**src/rtl/alu_issue_queue.sv**
```systemverilog
// Show-ahead issue queue that buffers {A, B, instruction} triples in front of the ALU.
// Optional synchronous flush port is enabled by defining ALU_ISSUE_QUEUE_FLUSH_EN.
module alu_issue_queue #(
    parameter int N     = 4,
    parameter int M     = 4,
    parameter int DEPTH = 4
) (
    input  logic                       clk,
    input  logic                       rst_n,
`ifdef ALU_ISSUE_QUEUE_FLUSH_EN
    input  logic                       flush,
`endif
    input  logic                       in_valid,
    output logic                       in_ready,
    input  logic [N-1:0]               in_a,
    input  logic [N-1:0]               in_b,
    input  logic [M-1:0]               in_instr,
    output logic                       out_valid,
    input  logic                       out_ready,
    output logic [N-1:0]               A,
    output logic [N-1:0]               B,
    output logic [M-1:0]               instruction,
    output logic [$clog2(DEPTH+1)-1:0] count
);

    localparam int AW = (DEPTH > 1) ? $clog2(DEPTH) : 1;
    localparam int CW = $clog2(DEPTH + 1);
    localparam int EW = 2 * N + M;
    localparam logic [CW-1:0] FULL_COUNT = CW'(DEPTH);

    logic [EW-1:0] mem [DEPTH];
    logic [AW-1:0] wr_ptr;
    logic [AW-1:0] rd_ptr;
    logic [EW-1:0] head;
    logic          full;
    logic          empty;
    logic          push;
    logic          pop;
    logic          clear;

    // Handshake: a transfer happens on an edge where valid and ready are both 1.
    // in_ready is !full from registered count only, so a pop in the same cycle
    // never opens a slot for a push; out_valid is !empty and the head stays put
    // until it is taken.
    assign full      = (count == FULL_COUNT);
    assign empty     = (count == '0);
    assign in_ready  = !full;
    assign out_valid = !empty;
    assign push      = in_valid && in_ready;
    assign pop       = out_valid && out_ready;

`ifdef ALU_ISSUE_QUEUE_FLUSH_EN
    assign clear = flush;
`else
    assign clear = 1'b0;
`endif

    // Storage is never reset; count and pointers alone decide what is live.
    always_ff @(posedge clk) begin
        if (push && !clear) begin
            mem[wr_ptr] <= {in_a, in_b, in_instr};
        end
    end

    always_ff @(posedge clk) begin
        if (!rst_n || clear) begin
            wr_ptr <= '0;
            rd_ptr <= '0;
            count  <= '0;
        end else begin
            if (push) begin
                wr_ptr <= wr_ptr + AW'(1);
            end
            if (pop) begin
                rd_ptr <= rd_ptr + AW'(1);
            end
            case ({push, pop})
                2'b10:   count <= count + CW'(1);
                2'b01:   count <= count - CW'(1);
                default: count <= count;
            endcase
        end
    end

    // Head is shown combinationally and zeroed when nothing is queued.
    assign head = mem[rd_ptr];
    assign {A, B, instruction} = empty ? '0 : head;

endmodule

```
**config.mk**
```make
export PLATFORM = sky130hd
export DESIGN_NAME = alu_issue_queue
export DESIGN_NICKNAME = d
export VERILOG_FILES = /design/src/rtl/alu_issue_queue.sv
export SDC_FILE = /design/constraint.sdc
export NUM_CORES = 1
export LEC_CHECK = 0
export CAP_MARGIN = 20
export CORE_ASPECT_RATIO = 1.4
export CORE_MARGIN = 3
export CORE_UTILIZATION = 58
export DETAILED_ROUTE_END_ITERATION = 10
export GPL_TIMING_DRIVEN = 1
export PLACE_DENSITY = 0.81
export SYNTH_ARGS = -nofsm -noshare
export SYNTH_HDL_FRONTEND = slang
export SYNTH_SLANG_ARGS = --single-unit
```
**constraint.sdc**
```tcl
create_clock -name clk -period 3.75 [get_ports clk]
set_input_delay 0.5625 -clock clk [delete_from_list [all_inputs] [get_ports clk]]
set_output_delay 0.5625 -clock clk [all_outputs]
set_load 0.02 [all_outputs]
```
Word-level counts from Yosys, hierarchy flattened
Memories as Yosys holds them, arrays and structs flattened. A register that Yosys moved wholly into a read port is not among the register bits.
Cells that the tools add are included.

storage, ports and cells
  logic and storage cells = 23
  bits in latches = 0
  output and inout bits = 17
  memories kept = 1
  flip-flop bits (word level) = 7
  bits in read-only memories = 0
  RAM bits = 48

memories
  memory  words  bits a word  read ports  clocked after Yosys merged registers in  write ports  RTL line  source
  mem     4      12           1           1                                        1            31        logic [EW-1:0] mem [DEPTH];

operators by class
  order comparisons = 0
  reduce and logical (&&, ||, !) cells = 6
  bitwise logic cells = 0
  eq/ne operators = 3
  mux-type cells = 6
  div/mod/pow operators = 0
  multipliers = 0
  $add $sub $neg = 4
  shift operators = 0

operators by type and width
  cell                                                 count
  2-to-1 mux 12 bit                                    1
  case mux 3 bit (2 select lines)                      1
  adder 2 x 1 -> 2 bit, second input constant          2
  2-to-1 mux 2 bit                                     2
  adder 3 x 1 -> 3 bit, second input constant          1
  equality test 3 bit, second input constant           1
  logical NOT 3 bit                                    1
  subtractor 3 x 1 -> 3 bit, second input constant     1
  equality test 2 x 1 -> 1 bit, second input constant  1
  equality test 2 bit, second input constant           1
  logical AND 1 bit                                    2
  logical NOT 1 bit                                    2
  2-to-1 mux 1 bit                                     2
  nonzero test 2 bit                                   1

Longest topological paths before layout
Gate-level depths: netlist of the first run.

  depth in word-level cells = 5
  depth in mapped cells = 9

Worst setup path after synthesis of the first run
Ideal clock, no wire load.

  kind = register -> register
  start = register count[2]
  end = register count[2]
  required time = 3.674 ns
  arrival time = 2.011 ns
  path buffers = 0
  library setup time = 0.076 ns
  path slack = 1.664 ns
  stages on the path, launching flop included = 9
  cells stage by stage = dfxtp_1 nor3_4 nor2b_1 ha_1 inv_1 fa_1 xor2_1 or3_1 a21boi_0

on the way
  longest elaborated chain between the ends = 5
  elaborated cells between the ends (all ways) = 12

RTL lines
  element                                                                RTL line  source
  start, declared                                                        23        output logic [$clog2(DEPTH+1)-1:0] count
  start signal, assigned                                                 78        2'b10: count <= count + CW'(1);
  start signal, assigned                                                 79        2'b01: count <= count - CW'(1);
  start signal, assigned                                                 80        default: count <= count;
  logical NOT 3 bit (*)                                                  46        assign empty = (count == '0);
  logical NOT 1 bit (*)                                                  48        assign out_valid = !empty;
  logical AND 1 bit (*)                                                  50        assign pop = out_valid && out_ready;
  via pop                                                                38        logic pop;
  equality test 2 x 1 -> 1 bit or equality test 2 bit (tied branches)    77        case ({push, pop})
  case mux 3 bit (2 select lines) or nonzero test 2 bit (tied branches)  --

The timed path passes the listed nets; every way through them passes the cells marked *.
A chain may end at the register's enable or synchronous reset.

==> results of run 1 <==
cells in the mapped netlist (2+ instances only):
master     n
and2_1     6
mux4_2    10
ha_1       5
o21ai_0    5
inv_1      7
buf_6      2
nor2b_4   10
or3_1      2
nor2b_1    3
dfxtp_1    9
mux4_1     2
nand2_1    8
edfxtp_1  48
mux2i_1    2
state kept, by name, summed over array words and instances (netlist names), named ones only:
register  flops
count         3
mem          48
wr_ptr        2
rd_ptr        2
per-stage QoR:
step,cell area [um^2],total power [W],setup slack (ns),hold slack [ns],utilization [%]
after floorplan,2400,0.00143,1.66,0.456,-
after detailed placement,2750,0.00174,1.00,0.487,69.5
final,2900,0.00216,0.748,0.494,73.4
after CTS,2900,0.00219,0.647,0.495,73.4
after global placement,2750,0.00170,1.03,0.466,69.5
after global routing,2900,0.00227,0.576,0.545,73.4
area by class of cell:
class                      count  area, um^2
sequential                    57        1620
fill                         259        1050
multi-input combinational     62         717
timing repair buffer          33         328
clock buffer                  12         135
tap                           43        53.8
inverter                       7        26.3
clock inverter                 4        20.0
cell families after synthesis:
group,share of synthesized area [%]
muxes,12.4
DFF,67.7
buffers and inverters,2.40
AOI/OAI and AO/OA,2.14
adders and majority gates,3.45
and+or+nand+nor,11.2
xor gates and xnor gates,0.731
final timing paths:
kind / start / to / slack, ns / depth (start not counted)
setup / recovery: flop / instruction[1] / 0.75 / 3
hold / removal: rd_ptr[1] / rd_ptr[1] / 0.49 / 2
setup reg to reg: count[0] / count[2] / 1.50 / 8
hold reg to reg: rd_ptr[1] / rd_ptr[1] / 0.49 / 2
worst max-delay path, cell delays in order (launching register included):
cell and delay [ns]:
dfxtp_1 0.82, mux4_2 0.60, nor2b_4 0.14, clkdlybuf4s50_1 0.57
metal layers:
layer	wire length [um]	up-vias	part of all wire [%]
met4	27	0	0.70
li1	-	568	-
met5	0	-	0
met3	151	2	3.9
met1	1510	628	39
met2	2150	27	56
report_power, final:
| part | switching, W | internal, W | total [W] |
|---|---|---|---|
| combinational | 0.000419 | 0.000441 | 0.000860 |
| clock | 0.000210 | 0.000235 | 0.000445 |
| sequential | 0.0000791 | 0.000772 | 0.000851 |
| total | 0.000708 | 0.00145 | 0.00216 |
==> impl_summary.log, run 1 <==
[metrics] worst max-slew margin expressed relative to the limit: about half
[metrics] peak clock frequency supported by timing: roughly 330 MHz
[metrics] post-detailed-placement half-perimeter wirelength: around 2700 um
[metrics] Inserted Clock Buffers: 9
[metrics] number of input and output port buffers inserted: 32
[metrics] cell area power density: 743 mW/mm^2
[metrics] Area growth, synth to finish: 21.1%
[metrics] clock edge transition at the registers on the reported setup and hold paths: about 0.060 ns
[metrics] global-route wire length before repair: around 6100 um
[metrics] shortest period the worst path allows: about 3.0 ns
[metrics] Mean Syn Cell Area: 18.4 um^2
[metrics] # hold bufs at CTS: 0
[metrics] Post-Syn Area: ~0.0024 mm^2
[metrics] slew of the pin with the lowest slew margin: slightly below 0.8 ns
[metrics] Worst Skew: approximately 0.0041 ns
[metrics] top_reg_cell synth: edfxtp_1
[metrics] data required time of the worst path: 3.19 ns
[metrics] Post-Synthesis Cells: 130
[metrics] total via count in the routed design: approximately 1200
[metrics] P_leak: about 1 nW
[metrics] clock latency of the later-clocked register in the worst-skew pair: ~0.32 ns
[metrics] number of DRC violations after detailed routing: 0
[metrics] number of antenna violations at the first check in global routing: 0
[metrics] number of setup buffers added after CTS: 0
[metrics] Final Max Slew Viols: 0
[metrics] maximum clock path buffer count: 2
[metrics] register area share after synthesis: between 60 and 70%
[metrics] global-route met1 utilization: around a fifth
[metrics] number of synthesized flops with an enable pin: 48
[metrics] largest cells by area after synthesis: edfxtp_1 (60%), mux4_2 (9.4%), dfxtp_1 (7.5%)
[metrics] # Max-Cap Violations: 0
[metrics] clock sink total: between 50 and 60
[metrics] global-route total usage across every layer: 18.1%
[metrics] RD Place Congestion: ~0.75
[metrics] most frequent cells in the layout: edfxtp_1 (48), clkdlybuf4s50_1 (32), mux4_2 (10), nor2b_4 (10)
[metrics] met2 global-route usage: ~30%
[metrics] fraction of layout cells with a size suffix above 1: between 20% and 30%
[metrics] Vert. Die Dim: 82.1 um
[metrics] Top Ports: 33
[metrics] count of different cell masters after synthesis: 25
[metrics] antenna violation net count after detailed routing: 0
[metrics] overall die area: 0.00495 mm^2
[metrics] die width: roughly 60 um
[metrics] Layout Cells excl Fill: about 220
[metrics] Core Rows: 27
[metrics] final critical-path share of the clock period: between 80 and 90%
[metrics] Synthesized Nets: roughly 150
[metrics] warnings from Yosys: 0
[metrics] htree depth: 3
[metrics] cell type with the largest total area after synthesis: edfxtp_1
[metrics] maximum VDD drop: 0.588 mV
[metrics] post-layout net count: 192
[metrics] Arr. time, crit path: ~2.4 ns
[metrics] via count of the first global-routing pass: 1270
[metrics] element type at the critical path end: output port
[metrics] DRT iter0 DRCs: 42
[metrics] GRT Max-Usage Layer: met2
[metrics] maximum number of pins on one net before global-route repair: 13
[metrics] antenna diode count: 0
[metrics] Crit Path Class: reg -> out
[metrics] highest net fanout along the worst path: 12
[metrics] run status: finished clean
[metrics] class of the tightest hold or removal check: reg -> reg
[metrics] number of detailed-route iterations in the first pass: 4
[metrics] Cell Count Post-Placement: roughly 200
[metrics] commonest non-fill, non-tap cell in the layout: edfxtp_1
[metrics] Fin. Hold Viols: 0
[metrics] routed length per instance: between 15 and 20 um
[metrics] critical path launch point type: flop
[metrics] number of gates resized after CTS: 0
[metrics] final setup violating endpoints: 0
[metrics] flip-flop and latch count after synthesis: 57
[metrics] root cell of the clock tree: clkbuf_8
[metrics] share of synthesized flip-flops with an asynchronous set or reset: 0%
[metrics] area share of the largest cell type after synthesis: roughly three fifths
[metrics] overall routed net length: ~3800 um
[metrics] RSZ-0062 raised after global routing: false
[metrics] Overflow after GRT: 0
[metrics] summed negative setup slack over all endpoints: 0 ns
[metrics] Core Footprint: 0.00395 mm^2
[metrics] CTS tree: built
[metrics] Via-to-Cell Ratio: 5.62
[metrics] Initial Util: about three fifths
[metrics] met3 GRT Util: ~6.6%
Note: power is estimated with default switching activity, not from simulation.
==> run 2: changes to the inputs <==
- CORE_UTILIZATION: 58 -> 54
- PLACE_DENSITY: 0.81 -> 0.76
- clock period: 3.75 -> 3.15 ns (I/O delays scaled with it)
==> run 2 against run 1 <==
  * Hold slack improved by 0.010 ns
  * Core utilization fell by 4.2 points
  * Routed wire length fell by 0.18%
  * Via count barely moved
  * Combinational power rose by 21%
  * Clock-buffer cell count rose by 3
  * Sequential power rose by 18%
  * Non-clock buffer count rose by 1
  * Sequential share of layout area fell by 0.64 points
  * Critical path depth rose by 1
  * First-iteration DRC count fell by 52%
  * Clock power rose by 22%
  * Critical path type unchanged
==> impl_summary.log, run 2 (synthesis gave the netlist of run 1 again) <==
[metrics] Area growth, synth to finish: 22.5%
[metrics] # hold bufs at CTS: 0 (unchanged)
[metrics] Via-to-Cell Ratio: 5.19 (-7.7%)
[metrics] clock latency of the later-clocked register in the worst-skew pair: 0.32 ns (about the same)
[metrics] Core Rows: 28 (+3.7%)
[metrics] RD Place Congestion: 0.706 (-5.6%)
[metrics] cell area power density: 879 mW/mm^2 (+18%)
[metrics] maximum clock path buffer count: 2 (unchanged)
[metrics] family with the most delay on the worst path: buffers and inverters
[metrics] via count of the first global-routing pass: 1330 (+4.7%)
[metrics] final critical-path share of the clock period: about nine tenths
[metrics] max incr delay on CP: 0.57 ns (-0.25 ns)
[metrics] dpl ws: 0.617 ns (-0.386 ns)
[metrics] flip-flop count of the largest register, all copies and words added: 48 (unchanged)
[metrics] number of setup buffers added after CTS: 0 (unchanged)
[metrics] DRT iter0 DRCs: 20 (-52%)
[metrics] Initial Util: 56.5% (-4.1 points)
[metrics] clock sink total: 57 (unchanged)
[metrics] Inserted Clock Buffers: 9 (unchanged)
[metrics] antenna diode count: 0 (unchanged)
[metrics] run status: finished clean
[metrics] data required time of the worst path: 2.68 ns (-0.51 ns)
[metrics] worst max-slew margin expressed relative to the limit: 57.6% (+8.8 points)
[metrics] die width: 62.3 um (+3.3%)
[metrics] Crit Reg-Reg Startpoint: count[0]
[metrics] htree depth: 3 (unchanged)
[metrics] number of antenna violations at the first check in global routing: 0 (unchanged)
[metrics] Worst Skew: 0.00688 ns (+0.00273 ns)
[metrics] Worst Hold Path Cells: 2 (unchanged)
[metrics] Routed met3 length: 200 um (+32%)
[metrics] critical path, cell by cell: buf_4 > mux4_2 > nor2b_4 > clkdlybuf4s50_1
[metrics] Top Ports: 33 (unchanged)
[metrics] RSZ-0062 raised after global routing: false
[metrics] terminus of the critical flop-to-flop path: count[2]
[metrics] Worst Min Path Start: wr_ptr[1]
[metrics] clock edge transition at the registers on the reported setup and hold paths: 0.05 ns (about the same)
[metrics] internal reg-to-reg setup slack: 1.05 ns (-0.45 ns)
[metrics] element type at the critical path end: output port
[metrics] overall routed net length: 3830 um (-0.18%)
[metrics] number of gates resized after CTS: 0 (unchanged)
[metrics] commonest non-fill, non-tap cell in the layout: edfxtp_1
[metrics] Overflow after GRT: 0 (unchanged)
[metrics] Final Max Slew Viols: 0 (unchanged)
[metrics] Arr. time, crit path: 2.34 ns (-0.10 ns)
[metrics] routed length on met1: 1400 um (-6.8%)
[metrics] # Max-Cap Violations: 0 (unchanged)
[metrics] post-layout net count: 193 (+0.52%)
[metrics] routed length per instance: 16.2 um (-7.8%)
[metrics] number of input and output port buffers inserted: 32 (unchanged)
[metrics] Fin. Hold Viols: 0 (unchanged)
[metrics] global-route total usage across every layer: 16.4% (-1.7 points)
[metrics] maximum VDD drop: 0.591 mV (+0.56%)
[metrics] slew of the pin with the lowest slew margin: 0.637 ns (-0.131 ns)
[metrics] highest routed layer: met4
[metrics] largest register by flop count: mem
[metrics] final worst slack: 0.338 ns (-0.410 ns)
[metrics] highest net fanout along the worst path: 7 (-5)
[metrics] Largest regs: mem x48, count x3
[metrics] Core Footprint: 0.00424 mm^2 (+7.2%)
[metrics] total met2 wirelength after detailed routing: 2130 um (-1.0%)
[metrics] Vert. Die Dim: 84.8 um (+3.4%)
[metrics] number of detailed-route iterations in the first pass: 4 (unchanged)
[metrics] fraction of layout cells with a size suffix above 1: 19.3% (-1.3 points)
[metrics] root cell of the clock tree: clkbuf_8
[metrics] Crit Path Class: reg -> out
[metrics] critical path launch point type: flop
[metrics] most frequent cells in the layout: edfxtp_1 (48), clkdlybuf4s50_1 (32), mux4_2 (10), nor2b_4 (10), clkbuf_8 (10)
[metrics] class of the tightest hold or removal check: reg -> reg
[metrics] CTS tree: built
[metrics] summed negative setup slack over all endpoints: 0 ns (unchanged)
[metrics] reg2reg path depth: 9 (+1)
[metrics] peak clock frequency supported by timing: 356 MHz
[metrics] shortest period the worst path allows: between 2 and 3 ns
[metrics] P_leak: 1.00 nW (about the same)
[metrics] antenna violation net count after detailed routing: 0 (unchanged)
[metrics] overall die area: 0.00528 mm^2 (+6.8%)
[metrics] global-route wire length before repair: 6320 um (+3.4%)
[metrics] final setup violating endpoints: 0 (unchanged)
[metrics] Finished Core Util: 69.2% (-4.2 points)
[metrics] post-detailed-placement half-perimeter wirelength: 2720 um (+1.7%)
[metrics] number of DRC violations after detailed routing: 0 (unchanged)
[metrics] Worst path slowest cell: dfxtp_1
[metrics] worst-case hold path end point: wr_ptr[1]
[metrics] maximum number of pins on one net before global-route repair: 13 (unchanged)
[metrics] buffering stage count on the worst path with inverters included: 2 (+1)
[metrics] total via count in the routed design: 1224 (-0.082%)
run 2: cell count changes in the layout (fill, tap and decap cells not counted), sizes merged:
cell / previous run / this run
clkbuf: 12 / 15
clkinv: 4 / 1
buf: 1 / 2
run 2: where the power goes:
| group | switching (W) | total (W) | leakage, nW | internal (W) |
|---|---|---|---|---|
| clock network | 0.000238 | 0.000543 | 0.0794 | 0.000305 |
| registers | 0.0000803 | 0.00100 | 0.514 | 0.000919 |
| logic | 0.000508 | 0.00104 | 0.407 | 0.000530 |
| total | 0.000826 | 0.00258 | 1.00 | 0.00175 |
run 2: worst max-delay path by stage:
stage / cells past startpoint / startpoint / slack, ns / end
floorplan: 8 / count[2] / 1.06 / count[2]
global placement: 4 / flop / 0.65 / A[3]
detailed placement: 8 / out_ready / 0.62 / count[2]
CTS: 4 / flop / 0.28 / A[2]
global route: 4 / flop / 0.20 / A[2]
finish: 4 / flop / 0.34 / A[2]
run 2: cell type report:
cell class / count / area (um^2)
well taps: 60 / 75.1
multi-input cells: 62 / 717
clock inverters: 1 / 3.75
fillers: 293 / 1300
repair buffers: 34 / 335
flip-flops and latches: 57 / 1620
inverters: 7 / 26.3
clock buffers: 15 / 156
run 2: worst reg2reg max path: stages (launching register included):
cell,delay [ns]
dfxtp_1,0.38
nor2_1,0.20
a21boi_2,0.14
inv_1,0.09
ha_1,0.19
inv_1,0.06
fa_1,0.37
xor2_1,0.15
or3_1,0.30
a21boi_0,0.16
run 2: per-stage QoR:
| step | area (um^2) | total power (W) | hold WS [ns] | cells |
|---|---|---|---|---|
| finish | 2940 | 0.00258 | 0.504 | 236 |
| CTS | 2940 | 0.00262 | 0.510 | 236 |
| global placement | 2780 | 0.00204 | 0.471 | 220 |
| global route | 2940 | 0.00271 | 0.558 | 236 |
| detailed placement | 2780 | 0.00207 | 0.504 | 220 |
| floorplan | 2400 | 0.00171 | 0.456 | 130 |
run 2: per-layer routing:
layer  vias to the layer above  global-route usage (%)
met2                        40                    28.4
met5                         -                       0
met4                         0                    11.0
met1                       602                    17.4
met3                         9                    4.24
li1                        573                       -
